File: src/rtl/card_game_pkg.sv
// Shared types and constants for the memory-card game turn logic.
package card_game_pkg;

  localparam int ADDR_W        = 6;
  localparam int VAL_W         = 5;
  localparam int NUM_CARDS_DEF = 36;

  localparam logic [ADDR_W-1:0] NO_CARD = 6'h3F;

  typedef enum logic [2:0] {
    WAIT_FIRST,
    READ1,
    WAIT_SECOND,
    READ2,
    COMPARE,
    SHOW_MISMATCH,
    DONE
  } turn_state_t;

endpackage

File: src/rtl/card_turn_controller_if.sv
// Pick strobe from the cursor/button logic plus the card-memory read port.
// The master side is the board environment (picker and memory), the slave
// side is the turn controller.
interface card_turn_controller_if;
  import card_game_pkg::*;

  logic              sel_valid;
  logic [ADDR_W-1:0] sel_addr;
  logic [ADDR_W-1:0] mem_raddr;
  logic [VAL_W-1:0]  mem_rdata;

  modport master (output sel_valid, output sel_addr, output mem_rdata, input mem_raddr);
  modport slave  (input sel_valid, input sel_addr, input mem_rdata, output mem_raddr);

endinterface

File: src/rtl/card_hold_timer.sv
// Down-counter for the mismatch display time. load primes the count so that
// expired rises on the HOLD-th enabled cycle after the load.
module card_hold_timer #(
  parameter int HOLD = 50_000_000
) (
  input  logic clock,
  input  logic reset,
  input  logic load,
  input  logic en,
  output logic expired
);

  localparam int W = (HOLD > 1) ? $clog2(HOLD) : 1;

  logic [W-1:0] count;

  // count down while enabled, stopping at the terminal value
  always_ff @(posedge clock) begin
    if (reset)                  count <= '0;
    else if (load)              count <= W'(HOLD - 1);
    else if (en && count != '0) count <= count - 1'b1;
  end

  assign expired = (count == '0);

endmodule

File: src/rtl/card_turn_controller.sv
// Turn sequencer for the 6x6 memory card game.
// Optional feature: define CARD_CTRL_MOVE_CNT_EN to build the saturating
// move counter; otherwise move_count is tied to zero.
//
// state         | meaning
// WAIT_FIRST    | idle, waiting for the first pick of a turn
// READ1         | reading the first card's value
// WAIT_SECOND   | waiting for the second pick
// READ2         | reading the second card's value
// COMPARE       | one cycle, compare the two values
// SHOW_MISMATCH | unequal pair held face-up
// DONE          | all pairs found, picks ignored until reset
module card_turn_controller
  import card_game_pkg::*;
#(
  parameter int NUM_CARDS     = NUM_CARDS_DEF,
  parameter int READ_LAT      = 1,
  parameter int MISMATCH_HOLD = 50_000_000
) (
  input  logic                 clock,
  input  logic                 reset,
  card_turn_controller_if.slave bus,
  output logic [NUM_CARDS-1:0] face_up_mask,
  output logic [NUM_CARDS-1:0] matched_mask,
  output logic [ADDR_W-1:0]    card1_loc,
  output logic [ADDR_W-1:0]    card2_loc,
  output logic [4:0]           pairs_found,
  output logic                 match_pulse,
  output logic                 mismatch_pulse,
  output logic                 busy,
  output logic                 game_over,
  output logic [9:0]           move_count
);

  localparam logic [NUM_CARDS-1:0] ONE = {{(NUM_CARDS-1){1'b0}}, 1'b1};

  turn_state_t       state, state_next;
  logic [1:0]        rd_cnt;
  logic              rd_done;
  logic [VAL_W-1:0]  val1, val2;
  logic [ADDR_W-1:0] raddr;
  logic [63:0]       matched_ext;
  logic              pick_ok;
  logic              hold_load;
  logic              hold_expired;

  assign matched_ext   = 64'(matched_mask);
  assign rd_done       = (rd_cnt == 2'(READ_LAT));
  assign bus.mem_raddr = raddr;

  card_hold_timer #(.HOLD(MISMATCH_HOLD)) u_hold (
    .clock   (clock),
    .reset   (reset),
    .load    (hold_load),
    .en      (state == SHOW_MISMATCH),
    .expired (hold_expired)
  );

  // state register
  always_ff @(posedge clock) begin
    if (reset) state <= WAIT_FIRST;
    else       state <= state_next;
  end

  // next-state, pick qualification and status outputs
  always_comb begin
    state_next = state;
    hold_load  = 1'b0;
    pick_ok    = bus.sel_valid && (int'(bus.sel_addr) < NUM_CARDS)
                 && !matched_ext[bus.sel_addr];
    busy       = !(state == WAIT_FIRST || state == WAIT_SECOND);
    game_over  = (state == DONE);
    case (state)
      WAIT_FIRST:    if (pick_ok) state_next = READ1;
      READ1:         if (rd_done) state_next = WAIT_SECOND;
      WAIT_SECOND:   if (pick_ok && bus.sel_addr != card1_loc) state_next = READ2;
      READ2:         if (rd_done) state_next = COMPARE;
      COMPARE: begin
        if (val1 == val2) begin
          state_next = (pairs_found == 5'(NUM_CARDS/2 - 1)) ? DONE : WAIT_FIRST;
        end else begin
          state_next = SHOW_MISMATCH;
          hold_load  = 1'b1;
        end
      end
      SHOW_MISMATCH: if (hold_expired) state_next = WAIT_FIRST;
      DONE:          state_next = DONE;
      default:       state_next = WAIT_FIRST;
    endcase
  end

  // turn datapath: pick locations, read values, masks, pair count, pulses
  always_ff @(posedge clock) begin
    if (reset) begin
      face_up_mask   <= '0;
      matched_mask   <= '0;
      card1_loc      <= NO_CARD;
      card2_loc      <= NO_CARD;
      pairs_found    <= '0;
      match_pulse    <= 1'b0;
      mismatch_pulse <= 1'b0;
      raddr          <= '0;
      rd_cnt         <= '0;
      val1           <= '0;
      val2           <= '0;
    end else begin
      match_pulse    <= 1'b0;
      mismatch_pulse <= 1'b0;
      rd_cnt         <= (state == READ1 || state == READ2) ? rd_cnt + 2'd1 : 2'd0;
      case (state)
        WAIT_FIRST: if (state_next == READ1) begin
          card1_loc    <= bus.sel_addr;
          raddr        <= bus.sel_addr;
          face_up_mask <= face_up_mask | (ONE << bus.sel_addr);
        end
        READ1: if (rd_done) val1 <= bus.mem_rdata;
        WAIT_SECOND: if (state_next == READ2) begin
          card2_loc    <= bus.sel_addr;
          raddr        <= bus.sel_addr;
          face_up_mask <= face_up_mask | (ONE << bus.sel_addr);
        end
        READ2: if (rd_done) val2 <= bus.mem_rdata;
        COMPARE: begin
          if (val1 == val2) begin
            matched_mask <= matched_mask | (ONE << card1_loc) | (ONE << card2_loc);
            pairs_found  <= pairs_found + 5'd1;
            match_pulse  <= 1'b1;
            card1_loc    <= NO_CARD;
            card2_loc    <= NO_CARD;
          end else begin
            mismatch_pulse <= 1'b1;
          end
        end
        SHOW_MISMATCH: if (hold_expired) begin
          face_up_mask <= face_up_mask & ~(ONE << card1_loc) & ~(ONE << card2_loc);
          card1_loc    <= NO_CARD;
          card2_loc    <= NO_CARD;
        end
        default: ;
      endcase
    end
  end

`ifdef CARD_CTRL_MOVE_CNT_EN
  // completed-turn counter, saturating at its maximum
  always_ff @(posedge clock) begin
    if (reset)                                         move_count <= '0;
    else if (state == COMPARE && move_count != 10'h3FF) move_count <= move_count + 10'd1;
  end
`else
  assign move_count = '0;
`endif

endmodule

File: src/flat_wrapper.sv
// flat-port wrapper written by rule: the top's interface ports become plain ports
module card_turn_controller_flat import card_game_pkg::*;
#(
  parameter int NUM_CARDS     = NUM_CARDS_DEF,
  parameter int READ_LAT      = 1,
  parameter int MISMATCH_HOLD = 50_000_000
)
  (clock, reset, face_up_mask, matched_mask, card1_loc, card2_loc, pairs_found, match_pulse, mismatch_pulse, busy, game_over, move_count, bus_sel_valid, bus_sel_addr, bus_mem_rdata, bus_mem_raddr);
  card_turn_controller_if bus_i ();
  input  logic clock;
  input  logic reset;
  output logic [NUM_CARDS-1:0] face_up_mask;
  output logic [NUM_CARDS-1:0] matched_mask;
  output logic [ADDR_W-1:0] card1_loc;
  output logic [ADDR_W-1:0] card2_loc;
  output logic [4:0] pairs_found;
  output logic match_pulse;
  output logic mismatch_pulse;
  output logic busy;
  output logic game_over;
  output logic [9:0] move_count;
  input wire logic [$bits(bus_i.sel_valid)-1:0] bus_sel_valid;
  input wire logic [$bits(bus_i.sel_addr)-1:0] bus_sel_addr;
  input wire logic [$bits(bus_i.mem_rdata)-1:0] bus_mem_rdata;
  output wire logic [$bits(bus_i.mem_raddr)-1:0] bus_mem_raddr;
  assign bus_i.sel_valid = bus_sel_valid;
  assign bus_i.sel_addr = bus_sel_addr;
  assign bus_i.mem_rdata = bus_mem_rdata;
  assign bus_mem_raddr = bus_i.mem_raddr;
  card_turn_controller #(.NUM_CARDS(NUM_CARDS), .READ_LAT(READ_LAT), .MISMATCH_HOLD(MISMATCH_HOLD)) u_core (.clock(clock), .reset(reset), .bus(bus_i), .face_up_mask(face_up_mask), .matched_mask(matched_mask), .card1_loc(card1_loc), .card2_loc(card2_loc), .pairs_found(pairs_found), .match_pulse(match_pulse), .mismatch_pulse(mismatch_pulse), .busy(busy), .game_over(game_over), .move_count(move_count));
endmodule
File: config.mk
export PLATFORM = sky130hd
export DESIGN_NAME = card_turn_controller_flat
export DESIGN_NICKNAME = d
export VERILOG_FILES = /design/src/rtl/card_game_pkg.sv /design/src/rtl/card_turn_controller_if.sv /design/src/rtl/card_hold_timer.sv /design/src/rtl/card_turn_controller.sv /design/src/flat_wrapper.sv
export SDC_FILE = /design/constraint.sdc
export NUM_CORES = 1
export LEC_CHECK = 0
export ABC_AREA = 1
export ABC_CLOCK_PERIOD_IN_PS = 2800
export CORE_MARGIN = 2
export CORE_UTILIZATION = 45
export CTS_BUF_LIST = sky130_fd_sc_hd__clkbuf_8
export DETAILED_ROUTE_END_ITERATION = 16
export PLACE_DENSITY = 0.77
export SLEW_MARGIN = 20
export SYNTH_ARGS = -nofsm -noshare
export SYNTH_HDL_FRONTEND = slang
export SYNTH_SLANG_ARGS = --single-unit
File: constraint.sdc
create_clock -name clock -period 2.8 [get_ports clock]
set_clock_uncertainty 0.2 [all_clocks]
set_input_delay 0.42 -clock clock [delete_from_list [all_inputs] [get_ports clock]]
set_output_delay 0.42 -clock clock [all_outputs]
set_load 0.1 [all_outputs]
==> flow_metrics.py <==
metrics = {
    "outcome": {
        "outcome": "complete, no violations",
    },
    "finish": {
        "fill_cells": 1702,
        "final_cells": 1557,
        "final_layout_size_suffix_gt1_share_pct": 15.8,
        "syn_to_final_growth_pct": 19.5,
        "diodes": 0,
        "mostFrequentLayoutCells": "295 x nand2_1, 143 x nor2_1, 140 x buf_4",
        "layout_commonest_cell": "nand2_1",
        "multi_input_area_mm2": 0.00432,
        "final-seq-area_mm2": 0.00276,
        "nets": 1338,
        "fin_util_pct": 54.8,
    },
    "floorplan": {
        "die-area_mm2": 0.0186,
        "io_pins": 123,
        "rows": 48,
        "die_h_um": 137,
        "initial_utilization_pct": 45.8,
        "core-area_mm2": 0.0172,
        "die_w_um": 137,
    },
    "clock_tree": {
        "clockBufferDepth": 2,
        "cts_max_level": 4,
        "post_cts_buffers": 0,
        "cts_tree": "yes",
        "clock-sinks": 138,
        "holdBufCountCts": 0,
        "cts_buffers": 17,
        "clkLatencyLatePin_ns": 0.46,
        "root_buffer": "clkbuf_8",
        "cts_resized": 0,
        "clkSlewWorstSetupHoldPaths_ns": 0.08,
    },
    "timing": {
        "final_hold_viol_count": 0,
        "period_share_pct": 89.2,
        "finalSetupViolations": 0,
        "relSlewSlack_pct": 44.4,
        "period_needed_ns": 2.50,
        "worstMarginPinSlew_ns": 0.831,
        "max_freq_mhz": 401,
        "rsz0062_at_grt": "false",
        "slew_viol_final": 0,
    },
    "routing": {
        "vias_per_cell": 5.46,
        "dr.pass1.iters": 8,
        "post-route-drc-count": 0,
        "vias": 8508,
        "dr.first_iter.drc_count": 944,
        "wl_um": 25100,
        "routedWlPerCell_um": 16.1,
        "final_antenna_net_count": 0,
    },
    "pwr": {
        "power.total_mw": 4.55,
        "combPwrFrac_pct": 20.9,
        "p_leak_nw": 4.21,
        "p_per_area_mw_per_mm2": 482,
        "switching_share_pct": 35.0,
        "seqPwrFrac_pct": 45.2,
        "power.switching_mw": 1.59,
        "clockPowerShare_pct": 33.9,
        "intPower_mw": 2.96,
        "max-vdd-ir-drop_v": 0.000292,
    },
    "placed_design": {
        "dpl.cell_count": 1525,
        "post-dp-hpwl_um": 19000,
        "numPortBuffers": 112,
        "gp_congestion": 1.00,
    },
    "yosys": {
        "synth.area.top_cells": "dfxtp_1 35%, nand2_1 14%, o21ai_0 6.8%",
        "synth_ff_type": "dfxtp_1",
        "async_reset_ff_share_pct": 0,
        "synth.distinct_cells": 45,
        "synth_top_cell_by_area": "dfxtp_1",
        "synth_cells": 1206,
        "avgSynthCellArea_um2": 6.55,
        "yosysWarnings": 0,
        "synth_top_area_share_pct": 35.0,
        "ys_ff_latch": 138,
        "seq_area_frac_synth_pct": 35.0,
        "synth_edf_count": 0,
        "synthesis.area_mm2": 0.00790,
    },
    "grt": {
        "grt-ovfl-total": 0,
        "grtUsageTotal_pct": 27.3,
        "antenna_found_initial": 0,
        "grt_max_degree": 51,
        "grt_pass1_wl_um": 39700,
        "first_global_vias": 7481,
    },
    "critical_path": {
        "path_class": "in2reg",
        "critPathTopFamily": "simple AND/OR/NAND/NOR gates",
        "cp_num_buf_inv": 3,
        "worstPathRequired_ns": 2.98,
        "cp_slowest_cell": "clkdlybuf4s50_1",
        "end_kind": "flip-flop",
        "arrival_ns": 2.68,
        "slowest_delay_ns": 0.62,
        "path_cells": "clkdlybuf4s50_1, buf_12, nand2_1, inv_1, nand2_1, nand3_1, nor2_1, nor2_1, nor2_2, nand3_2, nand2_2, nand2_2, nand2_8, nand2_8, nand2_1, a21oi_1",
        "crit_top_cell": "nand2_1",
        "crit_path_start_kind": "primary input",
        "critPathMaxFanout": 36,
    },
    "hold_path": {
        "holdCritPathClass": "reg2reg",
    },
    "job": {
        "maxCapViolCount": 0,
    },
}
## cells in the mapped netlist (all sizes together), types with 17 or more instances
| cell type | n |
|---|---|
| nor3 | 38 |
| nand3 | 100 |
| a21oi | 57 |
| a31oi | 19 |
| nor2 | 151 |
| clkbuf | 39 |
| o21ai | 115 |
| nand4 | 19 |
| inv | 113 |
| nand2 | 302 |
| buf | 34 |
| dfxtp | 138 |
| a22o | 17 |
## worst register-to-register path, delay by kind of cell, from the launching register on
family           cells  cell delay [ns]
AO/OA/AOI/OAI        1             0.13
flip-flops           1             0.36
AND/OR/NAND/NOR     12             1.67
## power by group through the flow
stage / sequential, mW / clock (mW) / combinational [mW]
2_1_floorplan: 2.29 / 0 / 0.532
4_1_cts: 2.06 / 1.57 / 0.938
6_report: 2.06 / 1.55 / 0.950
3_3_place_gp: 2.10 / 0 / 0.933
3_5_place_dp: 2.10 / 0 / 0.934
5_1_grt: 2.06 / 1.64 / 1.01
## area by class of cell
type                    count  area share, %
multi-input cells         888           45.7
clock buffers              19           2.77
clock inverters            13           1.10
well taps                 225           2.98
inverters                 116           4.66
flip-flops and latches    138           29.2
repair buffers            158           13.5
## cell families after synthesis
| kind of cell | synth area share, % |
|---|---|
| and+or+nand+nor | 34.4 |
| AOI/OAI and AO/OA | 16.9 |
| buffers and inverters | 10.9 |
| DFF | 35.0 |
| xor gates and xnor gates | 1.87 |
| adders and majority gates | 0.792 |
| other | 0.0475 |
## state kept, by name, summed over array words and instances, names as in the netlist
register and flops:
u_core.face_up_mask 36, u_core.matched_mask 36, u_core.u_hold.count 26, u_core.bus.mem_raddr 6
u_core.card1_loc 6, u_core.card2_loc 6, u_core.pairs_found 5, u_core.val1 5
u_core.val2 5, u_core.state 3, u_core.rd_cnt 2, u_core.match_pulse 1
u_core.mismatch_pulse 1
## through the flow
step           worst slack [ns]  hold WS, ns  cell area (µm²)  setup TNS (ns)
4_1_cts                   0.348        0.195             9450               0
3_5_place_dp             -0.115        0.219             9080           -4.06
2_1_floorplan            0.0852        0.197             7950               0
5_1_grt                  0.0696        0.219             9450               0
6_report                  0.303        0.229             9450               0
3_3_place_gp            -0.0950        0.207             9080           -3.06
## layer usage
metal  part of all wire [%]  GRT usage [%]  vias up  routed length [µm]
li1                       -              -     4194                   -
met1                     44           37.7     3830               11100
met3                    7.9           4.67       66                1990
met5                      0              0        -                   0
met4                    3.0           10.3        0                 764
met2                     45           42.6      418               11300
## final timing paths
kind | startpoint | end | slack (ns) | depth (start not counted)
hold / removal | u_core.rd_cnt[0] | u_core.rd_cnt[0] | 0.23 | 1
setup reg to reg | u_core.u_hold.count[8] | u_core.face_up_mask[20] | 0.36 | 13
setup / recovery | bus_sel_addr[0] | u_core.face_up_mask[20] | 0.30 | 16
hold reg to reg | u_core.rd_cnt[0] | u_core.rd_cnt[0] | 0.23 | 1
(Power assumes the default switching activity.)
